File: src/rtl/dds_pkg.sv
// Shared constants for the DDS sine sequencer: default widths and FSM state encoding.
// Imported by the interface, the phase accumulator and the top level.
package dds_pkg;

  localparam int unsigned ADDR_W_DEF  = 10;
  localparam int unsigned DATA_W_DEF  = 14;
  localparam int unsigned PHASE_W_DEF = 32;

  typedef logic [1:0] state_t;

  localparam state_t ST_IDLE = 2'd0;
  localparam state_t ST_RUN  = 2'd1;
  localparam state_t ST_LOAD = 2'd2;

endpackage

File: src/rtl/dds_sine_ctrl_if.sv
// Table-load stream, BRAM port pair and sample stream of the DDS sequencer.
// master = the sequencer, slave = the load source / BRAM / sample consumer.
interface dds_sine_ctrl_if
  import dds_pkg::*;
#(
  parameter int unsigned ADDR_W = ADDR_W_DEF,
  parameter int unsigned DATA_W = DATA_W_DEF
);

  logic [DATA_W-1:0] load_data;
  logic              load_valid;
  logic              load_ready;
  logic              load_done;
  logic              bram_wr_en;
  logic [ADDR_W-1:0] bram_waddr;
  logic [DATA_W-1:0] bram_wdata;
  logic [ADDR_W-1:0] bram_raddr;
  logic [DATA_W-1:0] bram_rdata;
  logic [DATA_W-1:0] sample_out;
  logic              sample_valid;

  modport master (
    input  load_data, load_valid, bram_rdata,
    output load_ready, load_done, bram_wr_en, bram_waddr, bram_wdata,
    output bram_raddr, sample_out, sample_valid
  );

  modport slave (
    output load_data, load_valid, bram_rdata,
    input  load_ready, load_done, bram_wr_en, bram_waddr, bram_wdata,
    input  bram_raddr, sample_out, sample_valid
  );

endinterface

File: src/rtl/dds_phase_acc.sv
// Phase accumulator for the DDS: its MSBs plus a phase offset form the registered
// BRAM read address. clr has priority over en; the address holds when not enabled.
module dds_phase_acc
  import dds_pkg::*;
#(
  parameter int unsigned ADDR_W  = ADDR_W_DEF,
  parameter int unsigned PHASE_W = PHASE_W_DEF
) (
  input  logic               clk,
  input  logic               rst_n,
  input  logic               clr,
  input  logic               en,
  input  logic [PHASE_W-1:0] freq_word,
  input  logic [ADDR_W-1:0]  phase_off,
  output logic [ADDR_W-1:0]  addr
);

  logic [PHASE_W-1:0] acc_r;
  logic [ADDR_W-1:0]  addr_r;

  // Issue the current phase as an address, then advance by freq_word (both wrap)
  always_ff @(posedge clk or negedge rst_n) begin
    if (!rst_n) begin
      acc_r  <= {PHASE_W{1'b0}};
      addr_r <= {ADDR_W{1'b0}};
    end else if (clr) begin
      acc_r  <= {PHASE_W{1'b0}};
    end else if (en) begin
      addr_r <= acc_r[PHASE_W-1 -: ADDR_W] + phase_off;
      acc_r  <= acc_r + freq_word;
    end
  end

  assign addr = addr_r;

endmodule

File: src/rtl/dds_sine_ctrl.sv
// DDS/NCO sequencer and sine-table manager: sole master of the BRAM ports.
// RUN streams table samples at the accumulator phase; LOAD writes a full new table.
module dds_sine_ctrl
  import dds_pkg::*;
#(
  parameter int unsigned ADDR_W  = ADDR_W_DEF,
  parameter int unsigned DATA_W  = DATA_W_DEF,
  parameter int unsigned PHASE_W = PHASE_W_DEF
) (
  input  logic               clk,
  input  logic               rst_n,
  input  logic               start,
  input  logic               stop,
  input  logic [PHASE_W-1:0] freq_word,
  input  logic [ADDR_W-1:0]  phase_off,
  input  logic               load_start,
  dds_sine_ctrl_if.master    bus,
  output logic [1:0]         state_o
);

  // The extra MSB of the write counter marks "table complete"
  localparam logic [ADDR_W:0] CNT_ONE = {{ADDR_W{1'b0}}, 1'b1};

  state_t            state_r;
  state_t            next_s;
  logic [ADDR_W:0]   cnt_r;
  logic [ADDR_W:0]   cnt_nxt_s;
  logic              wr_acc_s;
  logic              acc_clr_s;
  logic              acc_en_s;
  logic              finish_s;
  logic              wr_en_r;
  logic [ADDR_W-1:0] waddr_r;
  logic [DATA_W-1:0] wdata_r;
  logic              load_ready_r;
  logic              load_done_r;
  logic              rd_v0_r;
  logic              rd_v1_r;
  logic [DATA_W-1:0] sample_r;
  logic              sample_valid_r;
  logic [ADDR_W-1:0] raddr_s;

  dds_phase_acc #(
    .ADDR_W  (ADDR_W),
    .PHASE_W (PHASE_W)
  ) u_phase_acc (
    .clk       (clk),
    .rst_n     (rst_n),
    .clr       (acc_clr_s),
    .en        (acc_en_s),
    .freq_word (freq_word),
    .phase_off (phase_off),
    .addr      (raddr_s)
  );

  // FSM state register
  always_ff @(posedge clk or negedge rst_n) begin
    if (!rst_n) begin
      state_r <= ST_IDLE;
    end else begin
      state_r <= next_s;
    end
  end

  // Next state: load_start beats start in IDLE, stop beats start in RUN
  always_comb begin
    next_s = state_r;
    case (state_r)
      ST_IDLE: begin
        if (load_start) next_s = ST_LOAD;
        else if (start) next_s = ST_RUN;
        else            next_s = ST_IDLE;
      end
      ST_RUN: begin
        if (stop) next_s = ST_IDLE;
        else      next_s = ST_RUN;
      end
      ST_LOAD: begin
        if (cnt_r[ADDR_W]) next_s = ST_IDLE;
        else               next_s = ST_LOAD;
      end
      default: next_s = ST_IDLE;
    endcase
  end

  // Per-state datapath controls and next write-counter value
  always_comb begin
    wr_acc_s  = 1'b0;
    acc_clr_s = 1'b0;
    acc_en_s  = 1'b0;
    finish_s  = 1'b0;
    cnt_nxt_s = cnt_r;
    case (state_r)
      ST_IDLE: begin
        acc_clr_s = (next_s == ST_RUN);
        if (load_start) cnt_nxt_s = {(ADDR_W+1){1'b0}};
        else            cnt_nxt_s = cnt_r;
      end
      ST_RUN: begin
        acc_en_s = 1'b1;
      end
      ST_LOAD: begin
        wr_acc_s = bus.load_valid & ~cnt_r[ADDR_W];
        finish_s = cnt_r[ADDR_W];
        if (wr_acc_s) cnt_nxt_s = cnt_r + CNT_ONE;
        else          cnt_nxt_s = cnt_r;
      end
      default: begin
        cnt_nxt_s = cnt_r;
      end
    endcase
  end

  // Load path: write counter, registered BRAM write port and handshake flags
  always_ff @(posedge clk or negedge rst_n) begin
    if (!rst_n) begin
      cnt_r        <= {(ADDR_W+1){1'b0}};
      wr_en_r      <= 1'b0;
      waddr_r      <= {ADDR_W{1'b0}};
      wdata_r      <= {DATA_W{1'b0}};
      load_ready_r <= 1'b0;
      load_done_r  <= 1'b0;
    end else begin
      cnt_r        <= cnt_nxt_s;
      wr_en_r      <= wr_acc_s;
      load_ready_r <= (next_s == ST_LOAD) & ~cnt_nxt_s[ADDR_W];
      load_done_r  <= finish_s;
      if (wr_acc_s) begin
        waddr_r <= cnt_r[ADDR_W-1:0];
        wdata_r <= bus.load_data;
      end
    end
  end

  // Read pipeline: issue -> BRAM data -> registered sample, so in-flight reads drain on stop
  always_ff @(posedge clk or negedge rst_n) begin
    if (!rst_n) begin
      rd_v0_r        <= 1'b0;
      rd_v1_r        <= 1'b0;
      sample_valid_r <= 1'b0;
      sample_r       <= {DATA_W{1'b0}};
    end else begin
      rd_v0_r        <= acc_en_s;
      rd_v1_r        <= rd_v0_r;
      sample_valid_r <= rd_v1_r;
      if (rd_v1_r) begin
        sample_r <= bus.bram_rdata;
      end
    end
  end

  assign bus.load_ready   = load_ready_r;
  assign bus.load_done    = load_done_r;
  assign bus.bram_wr_en   = wr_en_r;
  assign bus.bram_waddr   = waddr_r;
  assign bus.bram_wdata   = wdata_r;
  assign bus.bram_raddr   = raddr_s;
  assign bus.sample_out   = sample_r;
  assign bus.sample_valid = sample_valid_r;
  assign state_o          = state_r;

endmodule

File: src/flat_wrapper.sv
// flat-port wrapper written by rule: the top's interface ports become plain ports
module dds_sine_ctrl_flat import dds_pkg::*;
#(
  parameter int unsigned ADDR_W  = ADDR_W_DEF,
  parameter int unsigned DATA_W  = DATA_W_DEF,
  parameter int unsigned PHASE_W = PHASE_W_DEF
)
  (clk, rst_n, start, stop, freq_word, phase_off, load_start, state_o, bus_load_data, bus_load_valid, bus_bram_rdata, bus_load_ready, bus_load_done, bus_bram_wr_en, bus_bram_waddr, bus_bram_wdata, bus_bram_raddr, bus_sample_out, bus_sample_valid);
  dds_sine_ctrl_if #(.ADDR_W(ADDR_W), .DATA_W(DATA_W)) bus_i ();
  input  logic clk;
  input  logic rst_n;
  input  logic start;
  input  logic stop;
  input  logic [PHASE_W-1:0] freq_word;
  input  logic [ADDR_W-1:0] phase_off;
  input  logic load_start;
  output logic [1:0] state_o;
  input wire logic [$bits(bus_i.load_data)-1:0] bus_load_data;
  input wire logic [$bits(bus_i.load_valid)-1:0] bus_load_valid;
  input wire logic [$bits(bus_i.bram_rdata)-1:0] bus_bram_rdata;
  output wire logic [$bits(bus_i.load_ready)-1:0] bus_load_ready;
  output wire logic [$bits(bus_i.load_done)-1:0] bus_load_done;
  output wire logic [$bits(bus_i.bram_wr_en)-1:0] bus_bram_wr_en;
  output wire logic [$bits(bus_i.bram_waddr)-1:0] bus_bram_waddr;
  output wire logic [$bits(bus_i.bram_wdata)-1:0] bus_bram_wdata;
  output wire logic [$bits(bus_i.bram_raddr)-1:0] bus_bram_raddr;
  output wire logic [$bits(bus_i.sample_out)-1:0] bus_sample_out;
  output wire logic [$bits(bus_i.sample_valid)-1:0] bus_sample_valid;
  assign bus_i.load_data = bus_load_data;
  assign bus_i.load_valid = bus_load_valid;
  assign bus_i.bram_rdata = bus_bram_rdata;
  assign bus_load_ready = bus_i.load_ready;
  assign bus_load_done = bus_i.load_done;
  assign bus_bram_wr_en = bus_i.bram_wr_en;
  assign bus_bram_waddr = bus_i.bram_waddr;
  assign bus_bram_wdata = bus_i.bram_wdata;
  assign bus_bram_raddr = bus_i.bram_raddr;
  assign bus_sample_out = bus_i.sample_out;
  assign bus_sample_valid = bus_i.sample_valid;
  dds_sine_ctrl #(.ADDR_W(ADDR_W), .DATA_W(DATA_W), .PHASE_W(PHASE_W)) u_core (.clk(clk), .rst_n(rst_n), .start(start), .stop(stop), .freq_word(freq_word), .phase_off(phase_off), .load_start(load_start), .bus(bus_i), .state_o(state_o));
endmodule
File: config.mk
export PLATFORM = sky130hd
export DESIGN_NAME = dds_sine_ctrl_flat
export DESIGN_NICKNAME = d
export VERILOG_FILES = /design/src/rtl/dds_pkg.sv /design/src/rtl/dds_sine_ctrl_if.sv /design/src/rtl/dds_phase_acc.sv /design/src/rtl/dds_sine_ctrl.sv /design/src/flat_wrapper.sv
export SDC_FILE = /design/constraint.sdc
export NUM_CORES = 1
export LEC_CHECK = 0
export ABC_CLOCK_PERIOD_IN_PS = 3400
export BUFFER_PORTS_ARGS = -buffer_cell sky130_fd_sc_hd__buf_2
export CORE_ASPECT_RATIO = 1.2
export CORE_MARGIN = 1
export CORE_UTILIZATION = 30
export CTS_CLUSTER_SIZE = 16
export DETAILED_ROUTE_END_ITERATION = 8
export HOLD_SLACK_MARGIN = 0.05
export SYNTH_ARGS = -nofsm -noshare
export SYNTH_HDL_FRONTEND = slang
export SYNTH_HIERARCHICAL = 1
export SYNTH_SLANG_ARGS = --single-unit
File: constraint.sdc
create_clock -name clk -period 3.4 [get_ports clk]
set_clock_uncertainty 0.15 [all_clocks]
set_input_delay 0.51 -clock clk [delete_from_list [all_inputs] [get_ports clk]]
set_output_delay 0.51 -clock clk [all_outputs]
set_load 0.02 [all_outputs]
**Word level (Yosys, flattened, before mapping)**

Index checks and enable logic that the tools add are counted.

- Input port bits: 76
- Output and inout port bits: 54
- Word-level logic and storage cells: 47
- Register bits: 99

- Mux-type cells: 14
- Reductions and logical operators: 5
- Equality and inequality tests: 6
- Add/subtract/negate cells: 3
- Bitwise logic cells: 5

Operators with widths:

| kind | count |
|---|---|
| $mux W32 | 2 |
| $add A32 B32 Y32 | 1 |
| $mux W11 | 2 |
| $pmux W11 S2 | 1 |
| $add A11 B1 Y11 const B | 1 |
| $add A10 B10 Y10 | 1 |
| $mux W1 | 6 |
| $pmux W2 S3 | 1 |
| $eq A2 B1 Y1 const B | 2 |
| $eq A2 B2 Y1 const B | 2 |
| $mux W2 | 2 |
| $reduce_bool A2 Y1 | 2 |
| $not A1 Y1 | 3 |
| $reduce_and A3 Y1 | 1 |
| $and A1 B1 Y1 | 2 |
| $logic_not A2 Y1 | 1 |
| $ne A2 B1 Y1 const B | 1 |
| $ne A2 B2 Y1 const B | 1 |
| $reduce_and A2 Y1 | 1 |

**Longest topological paths before layout**

- Depth in word-level cells: 7
- Depth in mapped cells: 13
- Gate-level depth less buffers: 13

**Modules after synthesis**

Netlist, hierarchy kept.

Modules (own cells, without submodules):

| module | cells an instance | times used | seq. area each (um^2) | area each (um^2) |
|---|---|---|---|---|
| dds_phase_acc | 416 | 1 | 1051.0 | 3582.2 |
| dds_sine_ctrl | 208 | 1 | 1426.4 | 2302.2 |

**Least setup slack after synthesis**

OpenSTA, ideal clock, no wires.

- Path kind: input to register
- From: in freq_word[1]
- To: reg u_core.u_phase_acc.acc_r[31]
- Data required time: 3.125 ns
- Path buffers: 0
- Path slack: 0.333 ns
- Data arrival time: 2.792 ns
- Setup time: 0.125 ns
- Stages: 11
- Cells stage by stage: ha_1 -> a211oi_2 -> o21ai_2 -> o311a_4 -> nor3_2 -> o21bai_1 -> a41o_1 -> a31o_1 -> a211oi_2 -> a211oi_1 -> mux2_4

- Longest elaborated chain between the ends: 3

Ends and longest elaborated chain:

| what | line | RTL |
|---|---|---|
| from (decl) | flat_wrapper.sv:14 | `input logic [PHASE_W-1:0] freq_word;` |
| $add A32 B32 Y32 | dds_phase_acc.sv:30 | `acc_r <= acc_r + freq_word;` |
| $mux W32 | dds_phase_acc.sv:28 | `end else if (en) begin` |
| $mux W32 | dds_phase_acc.sv:26 | `end else if (clr) begin` |
| to (signal assigned) | dds_phase_acc.sv:24 | `acc_r <= {PHASE_W{1'b0}};` |
| to (signal assigned) | dds_phase_acc.sv:27 | `acc_r <= {PHASE_W{1'b0}};` |
| to (signal assigned) | dds_phase_acc.sv:30 |  |
| to (decl) | dds_phase_acc.sv:18 | `logic [PHASE_W-1:0] acc_r;` |

Every way passes these cells. The select of a mux whose other input is x is not followed.
A chain may end at the register's enable or synchronous reset.

**Worst setup path in the final report**

- From: reg u_core.u_phase_acc.acc_r[0]
- To: reg u_core.u_phase_acc.acc_r[30]

- Longest elaborated chain between the ends: 3

Ends and longest elaborated chain:

| what | line |
|---|---|
| $add A32 B32 Y32 | dds_phase_acc.sv:30 |
| $mux W32 | dds_phase_acc.sv:28 |
| $mux W32 | dds_phase_acc.sv:26 |

Every way passes these cells. The select of a mux whose other input is x is not followed.

==> flow_metrics.env <==
export IMPL_outcome="finished, final reports clean"
export IMPL_layout_common_cells="buf_2, nand2_1, dfrtp_1"
export IMPL_cts_resized_gates=0
export IMPL_ir_worst_vdd_uv=265
export IMPL_die_area_mm2=0.0202
export IMPL_grt_pass1_wl_um=23500
export IMPL_relSlewSlack_pct=39.8
export IMPL_stdcell_count=1018
export IMPL_synth_xor_area_share_pct=4.91
export IMPL_r2r_end="u_core/u_phase_acc/acc_r[30]"
export IMPL_worstPathRequired_ps=3510
export IMPL_critical_path_class="reg2reg"
export IMPL_syn_nets=743
export IMPL_swShare_pct=41.2
export IMPL_drive_gt1_share_pct=25.3
export IMPL_start_util_pct=30.9
export IMPL_p_leak_nw=3.65
export IMPL_path_cells="ha_1, inv_1, fa_1, nor2b_1, o31a_1, o32a_1, a31oi_2, o211a_1, o21a_1, nor3_2, a221oi_2, xor2_1, o21ai_0"
export IMPL_rsz0062_at_grt="no"
export IMPL_slowest_delay_ps=370
export IMPL_cp_slowest_cell="dfrtp_1"
export IMPL_hp_class="in2reg"
export IMPL_synth_distinct_cells=64
export IMPL_ios=130
export IMPL_firstDrtPassIters=4
export IMPL_min_period_over_period_pct=92.9
export IMPL_grt_max_degree=61
export IMPL_cap_violations=0
export IMPL_hold_path_cell_count=3
export IMPL_cts_tree="yes"
export IMPL_num_vias=4911
export IMPL_synth_simple_area_share_pct=18.2
export IMPL_coreArea_mm2=0.0191
export IMPL_grt_usage_pct=14.9
export IMPL_comb_power_share_pct=49.5
export IMPL_nets=876
export IMPL_synth_area_per_cell_um2=9.43
export IMPL_yosysWarnings=6
export IMPL_gr_total_overflow=0
export IMPL_maxSlewViolCount=0
export IMPL_ff2ff_setup_slack_ps=240
export IMPL_path_clk_slew_ps=70
export IMPL_fin_crit_ps=3160
export IMPL_via_per_inst=4.82
export IMPL_seq_power_share_pct=32.3
export IMPL_synth_cells=624
export IMPL_gp_congestion=0.812
export IMPL_wl_per_cell_um=14.0
export IMPL_fin_tns_setup_ps=0
export IMPL_dp_cells=1001
export IMPL_fp_dieW_um=130
export IMPL_drc_errors=0
export IMPL_cts_max_path_buffers=2
export IMPL_synth_adder_area_share_pct=9.40
export IMPL_rows=55
export IMPL_max_freq_ghz=0.316
export IMPL_tightest_slew_ps=899
export IMPL_grt_pass1_vias=4861
export IMPL_cp_max_fo=3
export IMPL_r2r_start="u_core/u_phase_acc/acc_r[0]"
export IMPL_cts_buffers=9
export IMPL_synth_compound_area_share_pct=17.0
export IMPL_cts_num_sinks=99
export IMPL_clkPwrFrac_pct=18.2
export IMPL_p_int_mw=3.40
export IMPL_cts_htree_levels=3
export IMPL_synth_top_family_by_area="simple AND/OR/NAND/NOR gates"
export IMPL_rr_worst_depth=13
export IMPL_holdWs_ps=201
export IMPL_areaGrowthSynthToFinish_pct=22.4
export IMPL_postRouteAntennaNets=0
export IMPL_p_sw_mw=2.39
export IMPL_finalSetupViolCount=0
export IMPL_ys_ff_latch=99
export IMPL_synth_edf_count=0
export IMPL_hold_viol=0
export IMPL_p_per_area_mw_per_mm2=804
export IMPL_synthArstFlopShare_pct=100
export IMPL_antenna_found_initial=0
export IMPL_diodes=0
export IMPL_port_buffers=129
export IMPL_wl_um=14300
export IMPL_synth_mux_area_share_pct=5.49
export IMPL_crit_arrival_ps=3270
export IMPL_fp_dieH_um=155
export IMPL_synth_flop_cell="dfrtp_1"
export IMPL_insertion_delay_ps=350
export IMPL_min_from="bus_load_data[2]"
export IMPL_netlist_area_mm2=0.00588
export IMPL_hold_end="u_core/bus.bram_wdata[2]"
export IMPL_startpoint_type="register"
export IMPL_drtIter0Drc=193
export IMPL_clockRootBuffer="clkbuf_16"
export IMPL_cp_end_kind="register"
export IMPL_ys_seq_area_share_pct=42.1
export IMPL_final_common_cell="buf_2"
export IMPL_hpwl_um=10800
worst max-delay path by stage:
stage	end	depth (start not counted)	startpoint	slack [ps]
floorplan	u_core/u_phase_acc/acc_r[31]	11	freq_word[1]	330
global placement	u_core/u_phase_acc/acc_r[30]	14	freq_word[0]	100
detailed placement	u_core/u_phase_acc/acc_r[30]	14	freq_word[0]	40
CTS	u_core/u_phase_acc/acc_r[30]	13	u_core/u_phase_acc/acc_r[0]	210
global route	u_core/u_phase_acc/acc_r[30]	13	u_core/u_phase_acc/acc_r[0]	1
finish	u_core/u_phase_acc/acc_r[30]	13	u_core/u_phase_acc/acc_r[0]	240
kinds of logic after synthesis:
logic type | after synthesis
buffers and inverters | 40
AOI/OAI and AO/OA | 150
muxes | 30
adders and majority gates | 43
and+or+nand+nor | 229
xor gates and xnor gates | 33
DFF | 99
per-stage QoR:
step	area [µm²]	utilization (%)	total power, mW	setup WS, ps
floorplan	5880	-	3.94	333
CTS	7200	37.8	5.86	214
finish	7200	37.8	5.79	240
detailed placement	6890	36.1	4.77	37.7
global placement	6890	36.1	4.74	95.1
global route	7200	37.8	6.29	1.33
per-layer routing:
metal | GRT usage, % | vias up | wire, µm | share of wire (%)
li1 | - | 2469 | - | -
met1 | 18.4 | 2325 | 6450 | 45
met2 | 26.1 | 106 | 7160 | 50
met3 | 2.44 | 11 | 521 | 3.7
met4 | 4.65 | 0 | 140 | 0.98
met5 | 0 | - | 0 | 0
synthesized netlist by cell type, types with 3 or more instances:
master    instances  area, µm²
a211oi_1          7       52.6
o21a_1            7       52.6
xor2_1           11       96.3
nor4_1            3       18.8
nand4_1           6       37.5
o21bai_1          6       45.0
ha_1             41        513
nor2b_1           8       50.1
clkbuf_1         18       67.6
o21ai_0          39        195
mux2_2           14        158
nor2_1           44        165
buf_2             5       25.0
a21o_1           19        143
and3_1            5       31.3
nand4b_1          3       26.3
nor3_1            8       40.0
nand2_1         114        428
a21oi_1          40        200
nand3_1          13       65.1
xnor2_1          22        193
mux2i_1          15        150
inv_1            14       52.6
nand2b_1          6       37.5
o211ai_1          3       22.5
a211o_1           5       43.8
dfrtp_1          99       2480
nor3_2            3       30.0
critical path, delay by kind of cell (launching register included):
| family | cells | cell delay (ps) |
|---|---|---|
| compound gates | 7 | 1300 |
| xor+xnor | 1 | 140 |
| fa+ha+maj | 2 | 580 |
| buf+inv | 1 | 70 |
| flops | 1 | 370 |
| simple gates | 2 | 470 |
power by group through the flow:
stage	clock network (mW)	logic (mW)	registers (mW)
2_1_floorplan	0	1.79	2.15
3_3_place_gp	0	2.85	1.88
3_5_place_dp	0	2.87	1.90
4_1_cts	1.10	2.88	1.88
5_1_grt	1.14	3.21	1.94
6_report	1.05	2.86	1.87
final cells by class:
| class | instances | area, µm² |
|---|---|---|
| clock buffer | 11 | 243 |
| clock inverter | 5 | 57.6 |
| fill | 1951 | 11900 |
| inverter | 14 | 52.6 |
| multi-input combinational | 485 | 3240 |
| sequential | 99 | 2480 |
| tap | 256 | 320 |
| timing repair buffer | 148 | 806 |
registers in the layout, summed over array words and instances, names as in the netlist, 2 cells and up:
register                  cells
u_core/bus.bram_wdata        14
u_core/bus.sample_out        14
u_core/u_phase_acc/addr      10
u_core/state_o                2
u_core/bus.bram_waddr        10
u_core/cnt_r                 11
u_core/u_phase_acc/acc_r     32
what timing repair did:
| action | CTS | global route |
|---|---|---|
| hold endpoints to repair | 39 | 0 |
| hold buffers | 1 | 0 |
| buffers inserted | 0 | 0 |
Power figures use the tool's default switching activity.
